--- src/rtl/time_set_ctrl.sv ---
// time_set_ctrl: front-panel time-setting controller.
// Takes three raw push buttons (select, increment, decrement). Each one goes
// through a 2-flop synchronizer and a counter debouncer. A mode FSM steps
// RUN -> SET_HR -> SET_MIN -> RUN on each select press. In the set modes,
// inc/dec press events and auto-repeat intervals become single-cycle enable
// pulses to the selected hour/minute counter.
//
// Output pulse contract: hr_en / min_en act as one-cycle valid strobes with
// no back-pressure. updown qualifies the strobe and is meaningful whenever
// either enable is high. Between strobes it holds the last direction. At most
// one enable is high in any cycle.
module time_set_ctrl #(
  parameter int DB_CYCLES    = 16,
  parameter int REPEAT_DELAY = 64,
  parameter int REPEAT_RATE  = 16,
  parameter int CNT_W        = 24
) (
  input  logic       clk,
  input  logic       reset,
  input  logic       btn_sel,
  input  logic       btn_inc,
  input  logic       btn_dec,
  output logic       hr_en,
  output logic       min_en,
  output logic       updown,
  output logic [1:0] sel_field,
  output logic       set_active
);

  // Mode encoding matches sel_field directly, so sel_field is the FSM state.
  typedef enum logic [1:0] {
    RUN     = 2'b00,
    SET_HR  = 2'b01,
    SET_MIN = 2'b10
  } mode_t;

  localparam int B_SEL = 0;
  localparam int B_INC = 1;
  localparam int B_DEC = 2;

  localparam logic [CNT_W-1:0] DB_LIM    = CNT_W'(DB_CYCLES);
  localparam logic [CNT_W-1:0] DELAY_LIM = CNT_W'(REPEAT_DELAY);
  localparam logic [CNT_W-1:0] RATE_LIM  = CNT_W'(REPEAT_RATE);
  localparam logic [CNT_W-1:0] CNT_ONE   = CNT_W'(1);

  // Button vectors are indexed {dec, inc, sel}.
  logic [2:0]       raw;
  logic [2:0]       sync1;
  logic [2:0]       sync2;
  logic [2:0]       db;
  logic [2:0]       db_q;
  logic [CNT_W-1:0] db_cnt [3];

  logic sel_pe;
  logic inc_pe;
  logic dec_pe;
  logic inc_db;
  logic dec_db;

  mode_t state;
  mode_t state_nxt;

  logic             rpt_active;
  logic             rpt_dir;
  logic             rpt_first;
  logic [CNT_W-1:0] rpt_cnt;
  logic [CNT_W-1:0] rpt_lim;
  logic             rpt_held;

  logic adjust;
  logic conflict;
  logic fire_new;
  logic fire_rpt;
  logic fire;
  logic fire_dir;

  assign raw = {btn_dec, btn_inc, btn_sel};

  // Two-flop synchronizer per button; sync2 follows the raw pin 2 cycles later.
  always_ff @(posedge clk) begin
    if (!reset) begin
      sync1 <= '0;
      sync2 <= '0;
    end else begin
      sync1 <= raw;
      sync2 <= sync1;
    end
  end

  // Debounce: count consecutive cycles of disagreement, toggle the level once
  // the count hits DB_CYCLES, clear the count on any agreeing cycle.
  always_ff @(posedge clk) begin
    if (!reset) begin
      db   <= '0;
      db_q <= '0;
      for (int i = 0; i < 3; i++) begin
        db_cnt[i] <= '0;
      end
    end else begin
      db_q <= db;
      for (int i = 0; i < 3; i++) begin
        if (db_cnt[i] == DB_LIM) begin
          db[i]     <= ~db[i];
          db_cnt[i] <= '0;
        end else if (sync2[i] != db[i]) begin
          db_cnt[i] <= db_cnt[i] + CNT_ONE;
        end else begin
          db_cnt[i] <= '0;
        end
      end
    end
  end

  // A press event is the single cycle where the debounced level has just risen.
  assign sel_pe = db[B_SEL] & ~db_q[B_SEL];
  assign inc_pe = db[B_INC] & ~db_q[B_INC];
  assign dec_pe = db[B_DEC] & ~db_q[B_DEC];
  assign inc_db = db[B_INC];
  assign dec_db = db[B_DEC];

  // Mode FSM state register.
  always_ff @(posedge clk) begin
    if (!reset) begin
      state <= RUN;
    end else begin
      state <= state_nxt;
    end
  end

  // Mode FSM next state: each select press advances the mode.
  always_comb begin
    state_nxt = state;
    if (sel_pe) begin
      case (state)
        RUN:     state_nxt = SET_HR;
        SET_HR:  state_nxt = SET_MIN;
        SET_MIN: state_nxt = RUN;
        default: state_nxt = RUN;
      endcase
    end
  end

  // Mode FSM outputs, decoded from the registered state.
  always_comb begin
    sel_field  = state;
    set_active = (state != RUN);
  end

  // Pulse decision. A press of one adjust button while the other is held is a
  // conflict: nothing fires and any repeat is dropped. Both pressing in the
  // same cycle is covered too, since each sees the other already high. A
  // select press in the same cycle wins over inc/dec.
  always_comb begin
    adjust   = (state != RUN);
    conflict = (inc_pe & dec_db) | (dec_pe & inc_db);
    rpt_held = rpt_dir ? inc_db : dec_db;
    rpt_lim  = rpt_first ? DELAY_LIM : RATE_LIM;
    fire_new = adjust & ~sel_pe & ~conflict & (inc_pe | dec_pe);
    fire_rpt = adjust & ~sel_pe & ~conflict & rpt_active & rpt_held &
               (rpt_cnt == rpt_lim);
    fire     = fire_new | fire_rpt;
    fire_dir = fire_new ? inc_pe : rpt_dir;
  end

  // Auto-repeat tracker. rpt_cnt is 1 in the cycle after a pulse, so it equals
  // the limit one cycle before the next registered pulse is due.
  always_ff @(posedge clk) begin
    if (!reset) begin
      rpt_active <= 1'b0;
      rpt_dir    <= 1'b1;
      rpt_first  <= 1'b1;
      rpt_cnt    <= '0;
    end else if (!adjust || sel_pe || conflict) begin
      rpt_active <= 1'b0;
      rpt_first  <= 1'b1;
      rpt_cnt    <= '0;
    end else if (fire_new) begin
      rpt_active <= 1'b1;
      rpt_dir    <= inc_pe;
      rpt_first  <= 1'b1;
      rpt_cnt    <= CNT_ONE;
    end else if (rpt_active && !rpt_held) begin
      rpt_active <= 1'b0;
      rpt_first  <= 1'b1;
      rpt_cnt    <= '0;
    end else if (fire_rpt) begin
      rpt_first  <= 1'b0;
      rpt_cnt    <= CNT_ONE;
    end else if (rpt_active) begin
      rpt_cnt    <= rpt_cnt + CNT_ONE;
    end
  end

  // Registered enable pulses, steered by the current mode; updown holds.
  always_ff @(posedge clk) begin
    if (!reset) begin
      hr_en  <= 1'b0;
      min_en <= 1'b0;
      updown <= 1'b1;
    end else begin
      hr_en  <= fire & (state == SET_HR);
      min_en <= fire & (state == SET_MIN);
      if (fire) begin
        updown <= fire_dir;
      end
    end
  end

endmodule

--- config.mk ---
export PLATFORM = sky130hd
export DESIGN_NAME = time_set_ctrl
export DESIGN_NICKNAME = d
export VERILOG_FILES = /design/src/rtl/time_set_ctrl.sv
export SDC_FILE = /design/constraint.sdc
export NUM_CORES = 1
export LEC_CHECK = 0
export ABC_AREA = 1
export BUFFER_PORTS_ARGS = -buffer_cell sky130_fd_sc_hd__buf_2
export CORE_MARGIN = 2
export CORE_UTILIZATION = 57
export DETAILED_ROUTE_END_ITERATION = 10
export PLACE_DENSITY = 0.73
export SLEW_MARGIN = 20
export SYNTH_ARGS = -nofsm -noshare
export SYNTH_HDL_FRONTEND = slang
export SYNTH_SLANG_ARGS = --single-unit
--- constraint.sdc ---
create_clock -name clk -period 1.5 [get_ports clk]
set_input_delay 0.15 -clock clk [delete_from_list [all_inputs] [get_ports clk]]
set_output_delay 0.15 -clock clk [all_outputs]
set_load 0.05 [all_outputs]
# Word-level counts from Yosys, hierarchy flattened
# Memories as Yosys holds them, arrays and structs flattened.
# Index checks and enable logic that the tools add are counted.
# totals
reg_bits,44
latch_bits,0
mem_bits_rw,72
mem_bits_ro,0
in_bits,5
output_inout_bits,6
wordCells,128
memories,1
# classes
add_sub_neg,4
multipliers,0
div_mod_pow,0
order_cmp,0
eq_ne,9
n_shift,0
muxes,53
bitwise,34
n_reduce_logical,12
# mem_list
name,words,word_bits,rd,rd_ports_with_merged_regs,write_ports,line,rtl
db_cnt,3,24,3,0,3,52,logic [CNT_W-1:0] db_cnt [3];
# op_table
operator,count
24-bit two-way mux,9
24-bit by 1-bit adder with 24-bit output (second input constant),4
24-bit by 5-bit equality test with 1-bit output (second input constant),3
1-bit two-way mux,42
24-bit by 7-bit equality test with 1-bit output,1
1-bit AND,13
1-bit bitwise OR,12
1-bit inverter,9
7-bit two-way mux,1
5-bit OR reduction,1
2-bit case mux with 2 select lines,1
2-bit nonzero test,2
4-bit nonzero test,1
4-bit OR reduction,1
1-bit inequality test,3
2-bit by 1-bit equality test with 1-bit output (second input constant),1
2-bit equality test (second input constant),1
1-bit logical NOT,2
2-bit logical NOT,1
1-bit logical OR,2
2-bit OR reduction,1
1-bit logical AND,1

# Depth between registers and ports, before layout
# Gate-level depths: netlist of run 1.
# logic_depth
word_depth,12
depth_mapped,12

# Worst setup path before layout of run 1
# OpenSTA, ideal clock, no wires.
# synth_timing
path_kind,flip-flop to flip-flop
start,register state[1] (netlist: sel_field[1])
end,register rpt_cnt[21]
setup_time_ps,115
arrival_ps,1555
required_ps,1385
setup_slack_ps,-170
path_stages_with_launch,9
synth_period_minus_slack_ps,1670
path_cell_list,dfxtp_1 -> nor2_1 -> nor2_2 -> nand3_2 -> nor2_2 -> nand2_4 -> nand3_4 -> buf_6 -> nor2_2
# synth_via
elab_chain_len,7
word_cells_on_any_way,11
# synth_rtl
element,line,rtl
"start, declared",60,mode_t state;
"start signal, assigned",126,state <= state_nxt;
2-bit nonzero test (*),154,adjust = (state != RUN);
1-bit AND (2 in a row),"158, 159",
1-bit AND (3 in a row),159,fire_rpt = adjust & ~sel_pe & ~conflict & rpt_active & rpt_held &
5-bit OR reduction (no source line) (*),--,
"end signal, assigned",190,rpt_cnt <= rpt_cnt + CNT_ONE;
"end, declared",66,logic [CNT_W-1:0] rpt_cnt;
# Mark *: on every way between the ends. The rest lies on a longest branch, timed or not.
# A chain may end at the register's enable or synchronous reset.

==> results of run 1 <==
[cells in the final DEF, fill, tap and decap left out, drive strengths merged, types with 22 or more instances in the layout]
master / instances
a21oi: 49
buf: 170
clkbuf: 29
conb: 72
dfxtp: 44
edfxtp: 72
inv: 135
nand2: 202
nand3: 68
nand4: 30
nor2: 159
nor3: 28
o21ai: 22
xor2: 28
[final cells by class]
cell class	count	area, um2
multi-input combinational	689	4310
sequential	116	3050
timing repair buffer	178	1600
fill	472	1210
clock buffer	24	536
inverter	134	513
tap	143	179
clock inverter	8	66.3
[state kept, by name, summed over array words and instances, names as in the netlist]
signal and cells:
sel_field 2, updown 1, rpt_dir 1, hr_en 1
rpt_first 1, sync2 3, rpt_active 1, rpt_cnt 24
min_en 1, db 3, sync1 3, db_cnt 72
db_q 3
[stage by stage]
step | utilization | setup slack (ns) | instances | instance area, um2 | total power [uW]
after global routing | 0.894 | -0.395 | 1292 | 10300 | 8480
after global placement | 0.715 | -0.106 | 1215 | 8200 | 3980
after floorplan | - | -0.0417 | 950 | 7060 | 3820
after CTS | 0.821 | -0.0979 | 1279 | 9420 | 8110
after detailed placement | 0.715 | -0.116 | 1215 | 8200 | 3980
final | 0.894 | -0.311 | 1292 | 10300 | 8290
[routing by layer]
metal,global-route usage,vias to the layer above,wire length [um]
li1,-,3283,-
met1,0.340,3435,8580
met2,0.494,426,11400
met3,0.0573,141,1590
met4,0.127,0,1160
met5,0,-,0
[power by group through the flow]
stage | clock network [uW] | registers, uW | logic [uW]
final | 4150 | 3560 | 585
after global routing | 4290 | 3560 | 624
after CTS | 4110 | 3540 | 460
after detailed placement | 0 | 3610 | 376
after global placement | 0 | 3600 | 373
after floorplan | 0 | 3610 | 210
[critical path: cells and delay by family, from the launching register on]
family / cells / cell delay (ns)
and+or+nand+nor: 2 / 0.49
buffers and inverters: 2 / 0.21
DFF: 1 / 0.37
AOI/OAI and AO/OA: 2 / 0.48
[worst paths after layout]
| kind | slack (ns) | depth (start not counted) | endpoint | start |
|---|---|---|---|---|
| setup / recovery | -0.31 | 6 | db_cnt[0][9] | db_cnt[0][1] |
| hold / removal | 0.06 | 2 | updown | reset |
| setup reg to reg | -0.31 | 6 | db_cnt[0][9] | db_cnt[0][1] |
| hold reg to reg | 0.43 | 2 | sync2[0] | sync1[0] |
[repair_timing]
item,4_1_cts,5_1_grt
pin swaps,27,57
cloned,3,5
endpoints found under the hold margin,3,0
hold buffers,3,0
buffers inserted,26,14
setup endpoints to repair,95,103
resized for setup,81,177
[logic make-up (layout without fill, tap and decap cells)]
family | after synthesis | count (layout)
xor+xnor | 36 | 36
other cells | 1 | 72
buf+inv | 145 | 344
simple gates | 500 | 500
flops | 116 | 116
compound gates | 73 | 73
fa+ha+maj | 8 | 8
==> impl_metrics.tcl, run 1 <==
set metrics [dict create \
    period_needed_ns 1.81 \
    period_share 1.21 \
    rows 39 \
    netlist.area_leader.share 0.320 \
    worstHoldPathType "in -> reg" \
    cts_sinks 116 \
    clockBufferDepth 2 \
    status "finished, violations left" \
    netlist_area_um2 6750 \
    antenna_found_initial 0 \
    track_usage 0.284 \
    worst_setup_path_end_kind "flop" \
    die_w_um 113 \
    syn_inst 879 \
    first_global_vias 6533 \
    postSynthAreaPerCell_um2 7.68 \
    setup_viol 101 \
    cts_root_buf "clkbuf_16" \
    clkLatencyLatePin_ns 0.43 \
    crit_chain "inv_2, buf_4, nor3_1, nand2_1, o21ai_0, a21oi_2" \
    async_flop_share 0 \
    final_nets 1149 \
    cp.required_ns 1.67 \
    hpwl_mm 10.8 \
    synth_area_leaders "edfxtp_1, dfxtp_1, nand2_1, inv_1, nor2_1" \
    layout-drive-gt1-share 0.383 \
    synth_common_cells "nand2_1, inv_1, nor2_1" \
    rsz0062_at_grt "yes" \
    yosys_warnings 0 \
    ant_nets 0 \
    cts_made_buffers 17 \
    hold_viol 0 \
    yosys.area_share.simple 0.347 \
    cts.clk_slew.worst_paths_ns 0.06 \
    worstSetupPathType "reg -> reg" \
    crit_fanout 2 \
    yosysUniqueCellTypes 34 \
    synth_enable_flop_cells 72 \
    switching_share 0.233 \
    crit_arrival_ns 1.98 \
    portBuffers 10 \
    pwr-share-clk 0.501 \
    cap_violations 0 \
    timing.setup.tns_ns -17.67 \
    muxShareOfSynthArea 0 \
    grt_max_degree 17 \
    seqPwrFrac 0.429 \
    hold_slack_ns 0.0635 \
    num_vias 7285 \
    yosysMostFrequentCell "nand2_1" \
    antenna_cells 0 \
    power_density_nw_per_um2 809 \
    firstDrtPassIters 6 \
    finClkSkew_ns 0.0122 \
    drc_errors 0 \
    coreArea_um2 11500 \
    synth_compound_area_frac 0.0556 \
    initial_utilization 0.588 \
    syn2layout_area_growth_pct 52.0 \
    drt-vias-per-instance 5.64 \
    p_int_uw 6360 \
    crit_path_start_kind "flop" \
    vdd_ir_drop_max_v 0.00105 \
    slew_viol_final 0 \
    yosysSeqAreaShare 0.451 \
    dieArea_um2 12700 \
    routed_wl_mm 22.7 \
    worstMarginPinSlew_ns 0.501 \
    p_sw_uw 1940 \
    finalWorstSetupSlack_ns -0.311 \
    grt.overflow.total 0 \
    slew_headroom 0.663 \
    synthXorXnorAreaFrac 0.0467 \
    io-pin-count 11 \
    ys.flop_type "edfxtp_1" \
    synth.ff_latch_count 116 \
    avgRoutedWirePerCell_um 17.6 \
    grt_pass1_wl_mm 29.2 \
    die_h_um 113 \
    cts_max_level 4 \
    combPwrFrac 0.071 \
    synth_adder_area_share 0.0148 \
    violations "negative setup slack" \
    cts_tree "built" \
    gp_congestion 0.911 \
    fmax_mhz 552 \
    critPathMaxStageDelay_ns 0.37 \
    synth_top_family_by_area "simple AND/OR/NAND/NOR gates" \
    leakagePower_uw 0.00429 \
    drtIter0Drc 796 \
    synth_area_leader_cell "edfxtp_1" \
    cp_slowest_cell "edfxtp_1" \
]
Note: power is estimated with default switching activity, not from simulation.
==> run 2, diff against run 1 <==
Settings changed: CAP_MARGIN set to 20, GPL_TIMING_DRIVEN set to 0.
==> run 2 against run 1 <==
  * The run still ends with negative setup slack left
  * Largest power group unchanged
  * Cell area fell by 11%
  * Sequential share of layout area rose by 3.6 points
  * Total power down 8.0%
  * Via count decreased by 15%
  * Final cell count is 7.6% lower
==> impl_metrics.tcl, run 2 (synthesis gave the netlist of run 1 again) <==
set metrics [dict create \
    finalWorstSetupSlack_ns -0.241 \
    switching_share 0.223 \
    worstSetupPathType "reg -> reg" \
    die_h_um 113 \
    die_w_um 113 \
    num_vias 6200 \
    violations "negative setup slack" \
    period_share 1.16 \
    cts_root_buf "clkbuf_16" \
    cap_violations 0 \
    finClkSkew_ns 0.0120 \
    grt.overflow.total 0 \
    critPathMaxStageDelay_ns 0.45 \
    routed_wl_mm 16.7 \
    p_sw_uw 1710 \
    drt-vias-per-instance 5.19 \
    avgRoutedWirePerCell_um 14.0 \
    slew_viol_final 0 \
    status "finished, violations left" \
    crit_fanout 6 \
    hold_viol 0 \
    top_register "db_cnt" \
    cts_sinks 116 \
    power_density_nw_per_um2 835 \
    rows 39 \
    period_needed_ns 1.74 \
    final_nets 1052 \
    largest_register_ffs 72 \
    crit_path_start_kind "flop" \
    initial_utilization 0.588 \
    vdd_ir_drop_max_v 0.000935 \
    cts.clk_slew.worst_paths_ns 0.05 \
    highest_layer "met4" \
    track_usage 0.256 \
    seqPwrFrac 0.468 \
    rsz0062_at_grt "yes" \
    firstDrtPassIters 6 \
    leakagePower_uw 0.00372 \
    cp.required_ns 1.67 \
    crit_chain "inv_2, ha_4, nand4_1, nor2_2, nand3_2, nand2_4, clkbuf_16, nor2_2" \
    wl_met1_mm 7.14 \
    layout-drive-gt1-share 0.289 \
    antenna_cells 0 \
    portBuffers 10 \
    timing.critical_path.mode_cell "nor2_2" \
    drtIter0Drc 508 \
    antenna_found_initial 0 \
    gp_congestion 0.867 \
    final_cell_mix "nand2_1, inv_1, nor2_1" \
    io-pin-count 11 \
    place_ws_ns -0.370 \
    wl_met2_mm 8.43 \
    coreArea_um2 11500 \
    worstMarginPinSlew_ns 0.503 \
    cts_max_level 4 \
    worstHoldPathType "in -> reg" \
    dieArea_um2 12700 \
    cts_tree "built" \
    hold_slack_ns 0.147 \
    grt_pass1_wl_mm 26.1 \
    syn2layout_area_growth_pct 35.6 \
    setup_viol 100 \
    route.met3.wl_um 764 \
    crit_family "simple AND/OR/NAND/NOR gates" \
    crit_arrival_ns 1.91 \
    p_int_uw 5930 \
    final_core_util 0.798 \
    combPwrFrac 0.052 \
    first_global_vias 5829 \
    final_common_cell "nand2_1" \
    ant_nets 0 \
    timing.setup.tns_ns -13.97 \
    pwr-share-clk 0.480 \
    cts_made_buffers 17 \
    slew_headroom 0.665 \
    crit_buf_inv 2 \
    hpwl_mm 10.2 \
    drc_errors 0 \
    reg.largest.list "db_cnt (72), rpt_cnt (24)" \
    dp_cells 1103 \
    finalNonFillerCells 1194 \
    worst_setup_path_end_kind "flop" \
    cp_slowest_cell "edfxtp_1" \
    clockBufferDepth 2 \
    fmax_mhz 574 \
    clkLatencyLatePin_ns 0.42 \
    grt_max_degree 17 \
]
[run 2: worst paths after layout]
check        slack (ns)          from      endpoint  cells past startpoint
min                0.15         reset    rpt_cnt[0]                      4
min reg2reg        0.43      sync1[0]      sync2[0]                      2
max               -0.24  db_cnt[0][0]  db_cnt[0][2]                      8
max reg2reg       -0.24  db_cnt[0][0]  db_cnt[0][2]                      8
[run 2: per-layer routing]
metal | GRT usage | up-vias
li1 | - | 3094
met2 | 0.422 | 179
met1 | 0.323 | 2891
met5 | 0 | -
met4 | 0.110 | 0
met3 | 0.0627 | 36
[run 2: repair_timing]
item	CTS	global route
gates cloned	3	3
hold endpoints to repair	3	0
hold buffers	3	0
setup endpoints to repair	100	103
pin swaps	45	56
resized for setup	102	117
buffers inserted	35	19
[run 2: layout make-up]
cell class | instances | area (um2)
plain buffers | 11 | 140
inverters | 134 | 510
clock buffers | 26 | 510
well taps | 143 | 179
clock inverters | 5 | 23.8
repair buffers | 70 | 613
multi-input cells | 689 | 4120
flip-flops and latches | 116 | 3050
fillers | 752 | 2320
[run 2: power groups by stage]
stage | Combinational [uW] | Sequential [uW] | Clock (uW)
floorplan | 210 | 3610 | 0
global placement | 257 | 3630 | 0
detailed placement | 259 | 3630 | 0
CTS | 323 | 3570 | 3690
global route | 442 | 3580 | 3830
finish | 397 | 3570 | 3660
[run 2: per-stage QoR]
stage | total power [uW] | instance area [um2]
final | 7630 | 9150
after global routing | 7860 | 9150
after CTS | 7580 | 8490
after detailed placement | 3890 | 7290
after global placement | 3890 | 7290
after floorplan | 3820 | 7060
[run 2: worst register-to-register path: stages, from the launching register on]
cell and delay (ns):
edfxtp_1 0.45, inv_2 0.12, ha_4 0.13, nand4_1 0.11, nor2_2 0.14, nand3_2 0.13, nand2_4 0.19, clkbuf_16 0.19
nor2_2 0.04
